$ cat config.mk
export PLATFORM = sky130hd
export DESIGN_NAME = axi_dma_b_tracker
export DESIGN_NICKNAME = d
export VERILOG_FILES = /design/src/rtl/axi_dma_b_tracker.sv
export SDC_FILE = /design/constraint.sdc
export NUM_CORES = 1
export LEC_CHECK = 0
export BUFFER_PORTS_ARGS = -buffer_cell sky130_fd_sc_hd__buf_2
export CAP_MARGIN = 5
export CORE_ASPECT_RATIO = 1.2
export CORE_MARGIN = 2
export CORE_UTILIZATION = 57
export CTS_CLUSTER_DIAMETER = 120
export DETAILED_ROUTE_END_ITERATION = 10
export PLACE_DENSITY = 0.78
export SYNTH_ARGS = -nofsm -noshare
export SYNTH_HDL_FRONTEND = slang
export SYNTH_SLANG_ARGS = --single-unit
$ cat constraint.sdc
create_clock -name clk_i -period 5.34 [get_ports clk_i]
set_clock_uncertainty 0.2 [all_clocks]
set_input_delay 0.534 -clock clk_i [delete_from_list [all_inputs] [get_ports clk_i]]
set_output_delay 0.534 -clock clk_i [all_outputs]
set_load 0.1 [all_outputs]
$ cat src/rtl/axi_dma_b_tracker.sv
// Write-completion tracker: tags each issued AW burst with {chan, last}, matches B responses
// in order and reports per-channel transfer completion with sticky error status.
module axi_dma_b_tracker #(
  parameter int unsigned NumChannels = 2,
  parameter int unsigned TagDepth    = 8,
  localparam int unsigned ChanW      = (NumChannels > 1) ? $clog2(NumChannels) : 1,
  localparam int unsigned CntW       = $clog2(TagDepth + 1)
) (
  input  logic                   clk_i,
  input  logic                   rst_i,

  input  logic                   aw_valid_i,
  input  logic [ChanW-1:0]       aw_chan_i,
  input  logic                   aw_last_i,
  output logic                   aw_ready_o,

  output logic                   axi_aw_valid_o,
  input  logic                   axi_aw_ready_i,

  input  logic                   axi_b_valid_i,
  input  logic [1:0]             axi_b_resp_i,
  output logic                   axi_b_ready_o,

  output logic                   done_valid_o,
  output logic [ChanW-1:0]       done_chan_o,
  output logic                   done_error_o,

  output logic [CntW-1:0]        outstanding_o,
  output logic [NumChannels-1:0] chan_busy_o,
  output logic                   idle_o
);

  localparam int unsigned PtrW = $clog2(TagDepth);

  // Tag store
  logic [ChanW-1:0] tag_chan_q [TagDepth];
  logic             tag_last_q [TagDepth];

  logic [PtrW-1:0]  wr_ptr_q, wr_ptr_d;
  logic [PtrW-1:0]  rd_ptr_q, rd_ptr_d;
  logic [CntW-1:0]  fill_q, fill_d;

  logic [CntW-1:0]        cnt_q [NumChannels];
  logic [CntW-1:0]        cnt_d [NumChannels];
  logic [NumChannels-1:0] err_q, err_d;

  logic             done_valid_q, done_valid_d;
  logic [ChanW-1:0] done_chan_q, done_chan_d;
  logic             done_error_q, done_error_d;

  logic             full, empty, push, pop;
  logic [ChanW-1:0] head_chan;
  logic             head_last;
  logic             head_err;
  logic             b_err;

  // Only resp[1] distinguishes SLVERR/DECERR from OKAY/EXOKAY.
  logic unused_resp;
  assign unused_resp = axi_b_resp_i[0];

  assign full  = (fill_q == CntW'(TagDepth));
  assign empty = (fill_q == '0);

  // Full gates AW regardless of a same-cycle pop, keeping B off the AW path.
  assign axi_aw_valid_o = aw_valid_i & ~full;
  assign aw_ready_o     = axi_aw_ready_i & axi_aw_valid_o;
  assign axi_b_ready_o  = ~empty;

  assign push = aw_ready_o;
  assign pop  = axi_b_valid_i & ~empty;

  assign head_chan = tag_chan_q[rd_ptr_q];
  assign head_last = tag_last_q[rd_ptr_q];
  assign b_err     = axi_b_resp_i[1];

  always_comb begin
    head_err = 1'b0;
    for (int unsigned c = 0; c < NumChannels; c++) begin
      if (head_chan == ChanW'(c)) begin
        head_err = err_q[c];
      end
    end
  end

  always_comb begin
    wr_ptr_d = push ? wr_ptr_q + PtrW'(1) : wr_ptr_q;
    rd_ptr_d = pop  ? rd_ptr_q + PtrW'(1) : rd_ptr_q;
    fill_d   = fill_q + CntW'(push) - CntW'(pop);
  end

  always_comb begin
    for (int unsigned c = 0; c < NumChannels; c++) begin
      cnt_d[c] = cnt_q[c];
      if (push && (aw_chan_i == ChanW'(c)) && !(pop && (head_chan == ChanW'(c)))) begin
        cnt_d[c] = cnt_q[c] + CntW'(1);
      end else if (pop && (head_chan == ChanW'(c)) && !(push && (aw_chan_i == ChanW'(c)))) begin
        cnt_d[c] = cnt_q[c] - CntW'(1);
      end
    end
  end

  always_comb begin
    err_d        = err_q;
    done_valid_d = 1'b0;
    done_chan_d  = done_chan_q;
    done_error_d = done_error_q;
    if (pop) begin
      if (head_last) begin
        done_valid_d = 1'b1;
        done_chan_d  = head_chan;
        done_error_d = head_err | b_err;
      end
      for (int unsigned c = 0; c < NumChannels; c++) begin
        if (head_chan == ChanW'(c)) begin
          err_d[c] = head_last ? 1'b0 : (err_q[c] | b_err);
        end
      end
    end
  end

  always_ff @(posedge clk_i) begin
    if (rst_i) begin
      wr_ptr_q     <= '0;
      rd_ptr_q     <= '0;
      fill_q       <= '0;
      err_q        <= '0;
      done_valid_q <= 1'b0;
      done_chan_q  <= '0;
      done_error_q <= 1'b0;
      for (int unsigned c = 0; c < NumChannels; c++) begin
        cnt_q[c] <= '0;
      end
    end else begin
      wr_ptr_q     <= wr_ptr_d;
      rd_ptr_q     <= rd_ptr_d;
      fill_q       <= fill_d;
      err_q        <= err_d;
      done_valid_q <= done_valid_d;
      done_chan_q  <= done_chan_d;
      done_error_q <= done_error_d;
      for (int unsigned c = 0; c < NumChannels; c++) begin
        cnt_q[c] <= cnt_d[c];
      end
    end
  end

  // Storage needs no reset; entries are only read between push and pop.
  always_ff @(posedge clk_i) begin
    if (push) begin
      tag_chan_q[wr_ptr_q] <= aw_chan_i;
      tag_last_q[wr_ptr_q] <= aw_last_i;
    end
  end

  always_comb begin
    for (int unsigned c = 0; c < NumChannels; c++) begin
      chan_busy_o[c] = (cnt_q[c] != '0);
    end
  end

  assign done_valid_o  = done_valid_q;
  assign done_chan_o   = done_chan_q;
  assign done_error_o  = done_error_q;
  assign outstanding_o = fill_q;
  assign idle_o        = empty & ~done_valid_q;

  always_ff @(posedge clk_i) begin
    if (!rst_i && push) begin
      assert (int'(aw_chan_i) < int'(NumChannels))
      else $error("aw_chan_i out of range on push");
    end
  end

endmodule

==> flow_summary.toml, run 1 <==
[status]
status = "completed"

[final_layout]
final_area_um2 = 2170
diodes = 0
area_delta_synth_final_pct = 11.3
nets = 226
drive_gt1_share_pct = 14.9
n_fill_cell = 258

[routing]
detail-route-antenna-nets = 0
vias = 1338
wl_per_cell_um = 14.3
vias_per_cell = 5.60
drcViolationCount = 0
routed_wl_um = 3420
dr.pass1.iters = 4
drt_iter0_drc = 56

[synth]
syn_area_per_cell_um2 = 10.9
synth_simple_gate_area_share_pct = 13.2
synth_xor_area_share_pct = 5.40
synth_top_family_by_area = "simple AND/OR/NAND/NOR gates"
syn_nets = 204
synth_compound_area_share_pct = 7.20
synthTopCellsByArea = "dfxtp_1 27%, edfxtp_1 25%, ha_1 8.4%"
synth-seq-area-share_pct = 51.4
synth-adder-area-share_pct = 11.4
syn_area_um2 = 1950
synth_top_area_share_pct = 26.7
ys_ff_latch = 42
muxShareOfSynthArea_pct = 7.90
yosysUniqueCellTypes = 29
synth_cells = 179
synth_top_area_cell = "dfxtp_1"
ys_warn_count = 0

[clocking]
cts_inserted_buffers = 5
worst_skew_pair.late_latency_ns = 0.29
cts.path.max_buffers = 2
clock-sinks = 42
postCtsSetupBuffers = 0
cts_tree = "yes"
cts-root-buf = "clkbuf_8"
cts_hold_buf = 0
clkTransAtPathRegs_ns = 0.07
post_cts_resized = 0
cts_htree_levels = 2

[placement]
dpl_cell_area_um2 = 2070
gp_congestion = 0.683
dpl_worst_slack_ns = 1.83
io_buffers = 20
dpl.hpwl_um = 2530

[floorplan]
die_area_um2 = 3900
die_h_um = 68.0
die_w_um = 57.4
fp.coreArea_um2 = 3310
start_util_pct = 58.8
io-pin-count = 22
fp-row-count = 23

[sta]
fin_ws_ns = 1.85
drv_slew = 0
period_needed_ns = 3.49
fmax_mhz = 287
slew_headroom_pct = 66.7
rsz0062_at_grt = "no"
fin_setup_tns_ns = 0
final.period_utilization_pct = 65.3
finalSetupViolCount = 0
worst_slew_pin_slew_ns = 0.496
finalHoldViolCount = 0

[global_routing]
grt-busiest-layer = "met2"
grt_first_pass_wirelength_um = 5730
grt-ovfl-total = 0
grt_max_degree = 27
antenna_found_initial = 0
met2_usage_pct = 34.7
gr-usage-met3_pct = 4.54
globalRouteMet1Util_pct = 23.5
grt_pass1_vias = 1265
grt_usage_pct = 19.9

[setup_path]
crit_required_ns = 5.36
max_stage_delay_ns = 0.59
path_depth = 12
r2r_cells = 12
critPathCapture = "cnt_q[0][3]"
r2r_end = "cnt_q[0][3]"
arrival_ns = 3.51
critical_path_class = "flip-flop to flip-flop"
crit_buf_inv = 2
critPathLaunchType = "flip-flop"
cp_slowest_cell = "dfxtp_1"
worstPathMaxFanout = 8
crit_chain = "mux2_1 > mux4_2 > nor2_1 > inv_1 > ha_1 > inv_1 > ha_1 > a21o_1 > a21oi_1 > xnor2_1 > or3_1 > a21oi_1"
path_delay_family = "multiplexers"
endpoint_kind = "flip-flop"
rrSetupSlack_ns = 1.85

[job]
drv_cap = 0

[min_path]
hp-class = "flip-flop to flip-flop"
## layer usage
| layer | up-vias | wire length (um) |
|---|---|---|
| met1 | 640 | 1510 |
| met4 | 0 | 65 |
| li1 | 658 | - |
| met5 | - | 0 |
| met2 | 34 | 1710 |
| met3 | 6 | 130 |
## sequential cells by signal (all words and copies together), names as in the netlist, named ones only
| register | flops |
|---|---|
| done_error_o | 1 |
| tag_last_q | 8 |
| outstanding_o | 4 |
| done_chan_o | 1 |
| cnt_q | 8 |
| tag_chan_q | 8 |
| done_valid_o | 1 |
| err_q | 2 |
| rd_ptr_q | 3 |
| wr_ptr_q | 3 |
## Yosys cell counts
master,instances
or4_1,2
nor3_1,6
o31a_1,1
a21oi_1,12
a31oi_1,1
edfxtp_1,16
nor4_1,1
nand2b_1,2
clkbuf_1,4
xor2_1,5
fa_1,3
nand2_1,13
mux2_1,3
and2_1,2
or3b_1,1
mux2_4,1
inv_1,11
or3_1,2
buf_6,1
a21o_1,3
mux4_2,2
nor2b_1,2
dfxtp_1,26
ha_1,13
a211oi_1,3
mux2i_1,6
nor2_1,26
xnor2_1,7
o21ai_0,4
## worst reg2reg max path: cells and delay by family (launching register included)
kind                       cells  cell delay [ns]
muxes                          2             0.93
buffers and inverters          2             0.20
AOI/OAI and AO/OA              3             0.48
DFF                            1             0.59
and+or+nand+nor                2             0.46
xor gates and xnor gates       1             0.09
adders and majority gates      2             0.47
## through the flow
stage / hold WS [ns] / instances / util [%]
3_5_place_dp: 0.282 / 231 / 62.5
5_1_grt: 0.306 / 239 / 65.5
4_1_cts: 0.296 / 239 / 65.5
2_1_floorplan: 0.253 / 179 / -
6_report: 0.293 / 239 / 65.5
3_3_place_gp: 0.258 / 231 / 62.5
## worst min path at each step
stage                start     endpoint  depth (start not counted)
6_report       done_chan_o  done_chan_o                          2
5_1_grt        cnt_q[0][3]  cnt_q[0][3]                          2
4_1_cts        cnt_q[0][3]  cnt_q[0][3]                          2
3_5_place_dp   cnt_q[0][3]  cnt_q[0][3]                          2
3_3_place_gp   done_chan_o  done_chan_o                          2
2_1_floorplan  cnt_q[0][7]  cnt_q[0][7]                          2
## cells in the final DEF (no fill, tap or decap), drive strengths merged
cell type   n
a211oi      3
a21o        3
a21oi      12
a31oi       1
and2        2
buf        20
clkbuf      7
clkinv      1
dfxtp      26
edfxtp     16
fa          3
ha         13
inv        11
mux2        4
mux2i       6
mux4        2
nand2      13
nand2b      2
nor2       26
nor2b       2
nor3        6
nor4        1
o21ai       4
o31a        1
or3         2
or3b        1
or4         2
xnor2       7
xor2        5
## area by class of cell
cell class | instances | area, um^2 | share of cell area [%]
inverter | 11 | 41.3 | 1.91
clock buffer | 7 | 96.3 | 4.45
clock inverter | 1 | 3.75 | 0.173
multi-input combinational | 121 | 878 | 40.5
sequential | 42 | 1000 | 46.2
tap | 37 | 46.3 | 2.14
timing repair buffer | 20 | 100 | 4.62
## kinds of logic after synthesis
| family | Yosys count |
|---|---|
| compound gates | 24 |
| xor+xnor | 12 |
| fa+ha+maj | 16 |
| buf+inv | 16 |
| flops | 42 |
| mux | 12 |
| simple gates | 57 |
Power of run 1 is left out: the tool's default activity adds up to more than one toggle a clock period on the data nets, which glitch-free logic cannot reach.
==> run 2: changes to the inputs <==
==> constraint.sdc (replaced) <==
create_clock -name clk_i -period 3.5 [get_ports clk_i]
set_clock_uncertainty 0.2 [all_clocks]
set_input_delay 0.35 -clock clk_i [delete_from_list [all_inputs] [get_ports clk_i]]
set_output_delay 0.35 -clock clk_i [all_outputs]
set_load 0.1 [all_outputs]
==> run 2 against run 1 <==
Effect of this change: register-to-register slack worse by 1.6 ns; utilization rose by 1.9 points; fmax grew 6.7%; sequential share of layout area shrank 0.68 points; design area is 2.9% higher; critical endpoint unchanged; wire length shrank 0.20%; die area is the same; non-clock buffer count up 1; via count decreased by 1.9%.
==> flow_summary.toml, run 2 (same netlist as run 1, synthesis figures left out) <==
[final_layout]
diodes = 0
area_delta_synth_final_pct = 14.5
drive_gt1_share_pct = 22.2
finish.utilization_pct = 67.4
mostFrequentLayoutCell = "nor2_1"
reg_top3 = "cnt_q: 8 flops, tag_chan_q: 8 flops, tag_last_q: 8 flops"
nets = 227
layoutNonFillerInstCount = 240
n_fill_cell = 254
most-common-layout-cells = "26 x nor2_1, 21 x dfxtp_1, 20 x buf_2"

[setup_path]
arrival_ns = 3.30
worstPathMaxFanout = 7
r2r_cells = 12
rrSetupSlack_ns = 0.23
endpoint_kind = "flip-flop"
critical_path_class = "flip-flop to flip-flop"
critPathLaunchType = "flip-flop"
crit_required_ns = 3.53
r2r_end = "cnt_q[0][3]"

[clocking]
worst_skew_pair.late_latency_ns = 0.30
cts_tree = "yes"
cts.path.max_buffers = 2
cts_inserted_buffers = 5
cts-root-buf = "clkbuf_8"
clkTransAtPathRegs_ns = 0.08
cts_htree_levels = 2
clock-sinks = 42

[floorplan]
start_util_pct = 58.8
die_area_um2 = 3900
fp.coreArea_um2 = 3310
fp-row-count = 23
io-pin-count = 22
die_h_um = 68.0
die_w_um = 57.4

[status]
status = "completed"

[min_path]
hp-class = "input port to flip-flop"
holdPathStages = 1
hp-start = "aw_last_i"
hold_path_end = "tag_last_q[3]"

[routing]
routed_wl_um = 3410
drt_iter0_drc = 35
vias = 1312
vias_per_cell = 5.47
dr.pass1.iters = 4
wl_per_cell_um = 14.2
drcViolationCount = 0
detail-route-antenna-nets = 0

[placement]
dpl_worst_slack_ns = 0.107
dp.cells = 232
dpl.hpwl_um = 2550
gp_congestion = 0.766
io_buffers = 20

[global_routing]
grt_first_pass_wirelength_um = 5740
antenna_found_initial = 0
grt_usage_pct = 19.8
grt-ovfl-total = 0
grt_pass1_vias = 1266
grt_max_degree = 27

[sta]
slew_headroom_pct = 65.5
final.period_utilization_pct = 93.4
fin_setup_tns_ns = 0
rsz0062_at_grt = "no"
fin_ws_ns = 0.231
drv_slew = 0
period_needed_ns = 3.27
fmax_mhz = 306
worst_slew_pin_slew_ns = 0.512
finalSetupViolCount = 0
finalHoldViolCount = 0

[job]
drv_cap = 0
[run 2: changes by cell type in the layout (fill, tap and decap cells not counted), moves of 2 or more]
cell	delta
dfxtp_2	+2
ha_4	+2
inv_1	-3
dfxtp_4	+3
ha_1	-2
inv_2	+2
dfxtp_1	-5
[run 2: how the worst max path moves through the flow]
stage,startpoint,endpoint,slack (ns)
CTS,flip-flop,cnt_q[0][3],0.09
finish,flip-flop,cnt_q[0][3],0.23
detailed placement,flip-flop,cnt_q[0][3],0.11
global placement,flip-flop,cnt_q[0][3],0.24
global route,flip-flop,cnt_q[0][3],0.0004
floorplan,outstanding_o[3],cnt_q[0][7],-0.06
[run 2: what timing repair did]
item | in CTS | in global routing
hold buffers | 0 | 0
endpoints found under the hold margin | 0 | 0
endpoints found under the setup margin | 0 | 1
gates resized for setup | 0 | 2
buffers inserted | 0 | 0
[run 2: layout make-up]
cell class,instances,area (um^2),share of cell area [%]
clock inverter,2,7.51,0.337
clock buffer,6,82.6,3.70
inverter,11,45.0,2.02
tap,37,46.3,2.08
timing repair buffer,21,108,4.83
sequential,42,1010,45.5
multi-input combinational,121,926,41.5
[run 2: layer usage]
layer	global-route usage, %	vias to the layer above	wire [um]
met5	0	-	0
met1	24.5	620	1510
met2	32.8	27	1720
met3	5.10	6	126
met4	8.72	0	61
li1	-	659	-
[run 2: worst max-delay path, cell delays in order (launching register included)]
cell and delay [ns]:
dfxtp_4 0.41, mux2_1 0.35, mux4_2 0.54, nor2_1 0.15, inv_1 0.07, ha_1 0.22
inv_1 0.12, ha_1 0.25, a21o_1 0.18, a21oi_1 0.17, xnor2_1 0.10, or3_1 0.31
a21oi_1 0.13
[run 2: stage by stage]
| step | hold WS, ns | area (um^2) |
|---|---|---|
| after global placement | 0.260 | 2140 |
| after global routing | 0.163 | 2230 |
| after CTS | 0.139 | 2230 |
| final | 0.142 | 2230 |
| after detailed placement | 0.286 | 2140 |
| after floorplan | 0.249 | 2010 |
Power of run 2 is left out for the same reason.
==> run 3: changes to the inputs <==
--- a/config.mk
+++ b/config.mk
@@ -8,9 +8,10 @@
 export BUFFER_PORTS_ARGS = -buffer_cell sky130_fd_sc_hd__buf_2
 export CAP_MARGIN = 5
 export CORE_ASPECT_RATIO = 1.2
-export CORE_MARGIN = 2
+export CORE_MARGIN = 5
 export CORE_UTILIZATION = 57
 export CTS_CLUSTER_DIAMETER = 120
+export CTS_CLUSTER_SIZE = 30
 export DETAILED_ROUTE_END_ITERATION = 10
 export PLACE_DENSITY = 0.78
 export SYNTH_ARGS = -nofsm -noshare
==> run 3 against run 2 <==
Effect of this change: first-iteration DRC count increased by 26%; via count increased by 2.9%; fmax increased by 0.14%; die area increased by 20%; cell count unchanged; sequential cell count unchanged; wire length increased by 3.4%; global-route usage decreased by 3.0 points; critical path depth unchanged; sequential share of layout area decreased by 0.54 points; design area increased by 0.95%; worst hold slack got worse by 0.0068 ns.
==> flow_summary.toml, run 3 (same netlist as run 1, synthesis figures left out) <==
[final_layout]
layoutNonFillerInstCount = 240
area_delta_synth_final_pct = 15.6
mostFrequentLayoutCell = "nor2_1"
finish.utilization_pct = 68.0
drive_gt1_share_pct = 23.2
nets = 227
most-common-layout-cells = "26 x nor2_1, 21 x dfxtp_1, 20 x buf_2"
reg_top3 = "cnt_q: 8 flops, tag_chan_q: 8 flops, tag_last_q: 8 flops"
final_area_um2 = 2250
diodes = 0

[sta]
slew_headroom_pct = 62.7
finalHoldViolCount = 0
rsz0062_at_grt = "no"
period_needed_ns = 3.26
fin_setup_tns_ns = 0
final.period_utilization_pct = 93.3
drv_slew = 0
worst_slew_pin_slew_ns = 0.555
finalSetupViolCount = 0
fmax_mhz = 306

[clocking]
clock-sinks = 42
post_cts_resized = 0
clkTransAtPathRegs_ns = 0.08
cts_tree = "yes"
cts_inserted_buffers = 5
cts_htree_levels = 2
cts-root-buf = "clkbuf_8"
cts_hold_buf = 0
worst_skew_pair.late_latency_ns = 0.29
postCtsSetupBuffers = 0
cts.path.max_buffers = 2

[setup_path]
r2r_cells = 12
rrSetupSlack_ns = 0.24
critPathCapture = "cnt_q[0][3]"
critPathLaunchType = "flip-flop"
crit_required_ns = 3.52
r2r_end = "cnt_q[0][3]"
worstPathMaxFanout = 7
endpoint_kind = "flip-flop"
arrival_ns = 3.29
critical_path_class = "flip-flop to flip-flop"

[routing]
wl_per_cell_um = 14.7
vias = 1350
drcViolationCount = 0
detail-route-antenna-nets = 0
vias_per_cell = 5.63
drt_iter0_drc = 44
routed_wl_um = 3530
dr.pass1.iters = 4

[min_path]
holdPathStages = 1
hp-class = "input port to flip-flop"

[global_routing]
grt_pass1_vias = 1440
grt_usage_pct = 16.8
antenna_found_initial = 0
grt_max_degree = 27
grt-ovfl-total = 0
grt_first_pass_wirelength_um = 6110

[floorplan]
fp-row-count = 23
die_w_um = 63.4
die_h_um = 74.0
io-pin-count = 22
start_util_pct = 58.8
die_area_um2 = 4690
fp.coreArea_um2 = 3310

[placement]
io_buffers = 20
gp_congestion = 0.780
dpl_cell_area_um2 = 2140
dpl.hpwl_um = 2680
dp.cells = 232

[status]
status = "completed"

[job]
drv_cap = 0
-- run 3: cell types whose count changed in the layout (fill, tap and decap cells not counted), sizes merged --
cell	before	now
bufinv	0	1
clkinv	2	0
clkinvlp	1	3
clkbuf	6	5
-- run 3: worst min-delay path by stage --
stage,from,endpoint,slack (ns)
after CTS,aw_last_i,tag_last_q[4],0.13
final,aw_last_i,tag_last_q[2],0.13
after global placement,done_chan_o,done_chan_o,0.26
after floorplan,aw_chan_i,tag_chan_q[0],0.25
after detailed placement,rd_ptr_q[1],rd_ptr_q[1],0.28
after global routing,aw_last_i,tag_last_q[4],0.13
-- run 3: final cells by class --
type,count,area [um^2]
Sequential cell,42,1010
Clock buffer,5,68.8
Tap cell,37,46.3
Inverter,11,45.0
Timing Repair Buffer,21,108
Fill cell,255,1060
Clock inverter,3,45.0
Multi-Input combinational cell,121,926
-- run 3: worst max-delay path, stage by stage (launching register included) --
cell     delay (ns)
dfxtp_2        0.42
mux2_1         0.34
mux4_2         0.54
nor2_1         0.15
inv_1          0.07
ha_1           0.22
inv_1          0.12
ha_1           0.24
a21o_1         0.18
a21oi_1        0.17
xnor2_1        0.09
or3_1          0.30
a21oi_1        0.15
-- run 3: per-layer routing --
metal	wire (um)	GRT usage (%)	up-vias
met3	282	4.98	6
met5	0	0	-
met4	50	7.39	0
met1	1390	19.1	631
met2	1800	29.5	49
li1	-	-	664
-- run 3: through the flow --
step | hold slack, ns | setup WS (ns)
after global routing | 0.133 | 0.0864
after detailed placement | 0.279 | 0.144
after global placement | 0.260 | 0.248
after CTS | 0.132 | 0.125
after floorplan | 0.249 | -0.0568
final | 0.135 | 0.236
Power of run 3 is left out for the same reason.
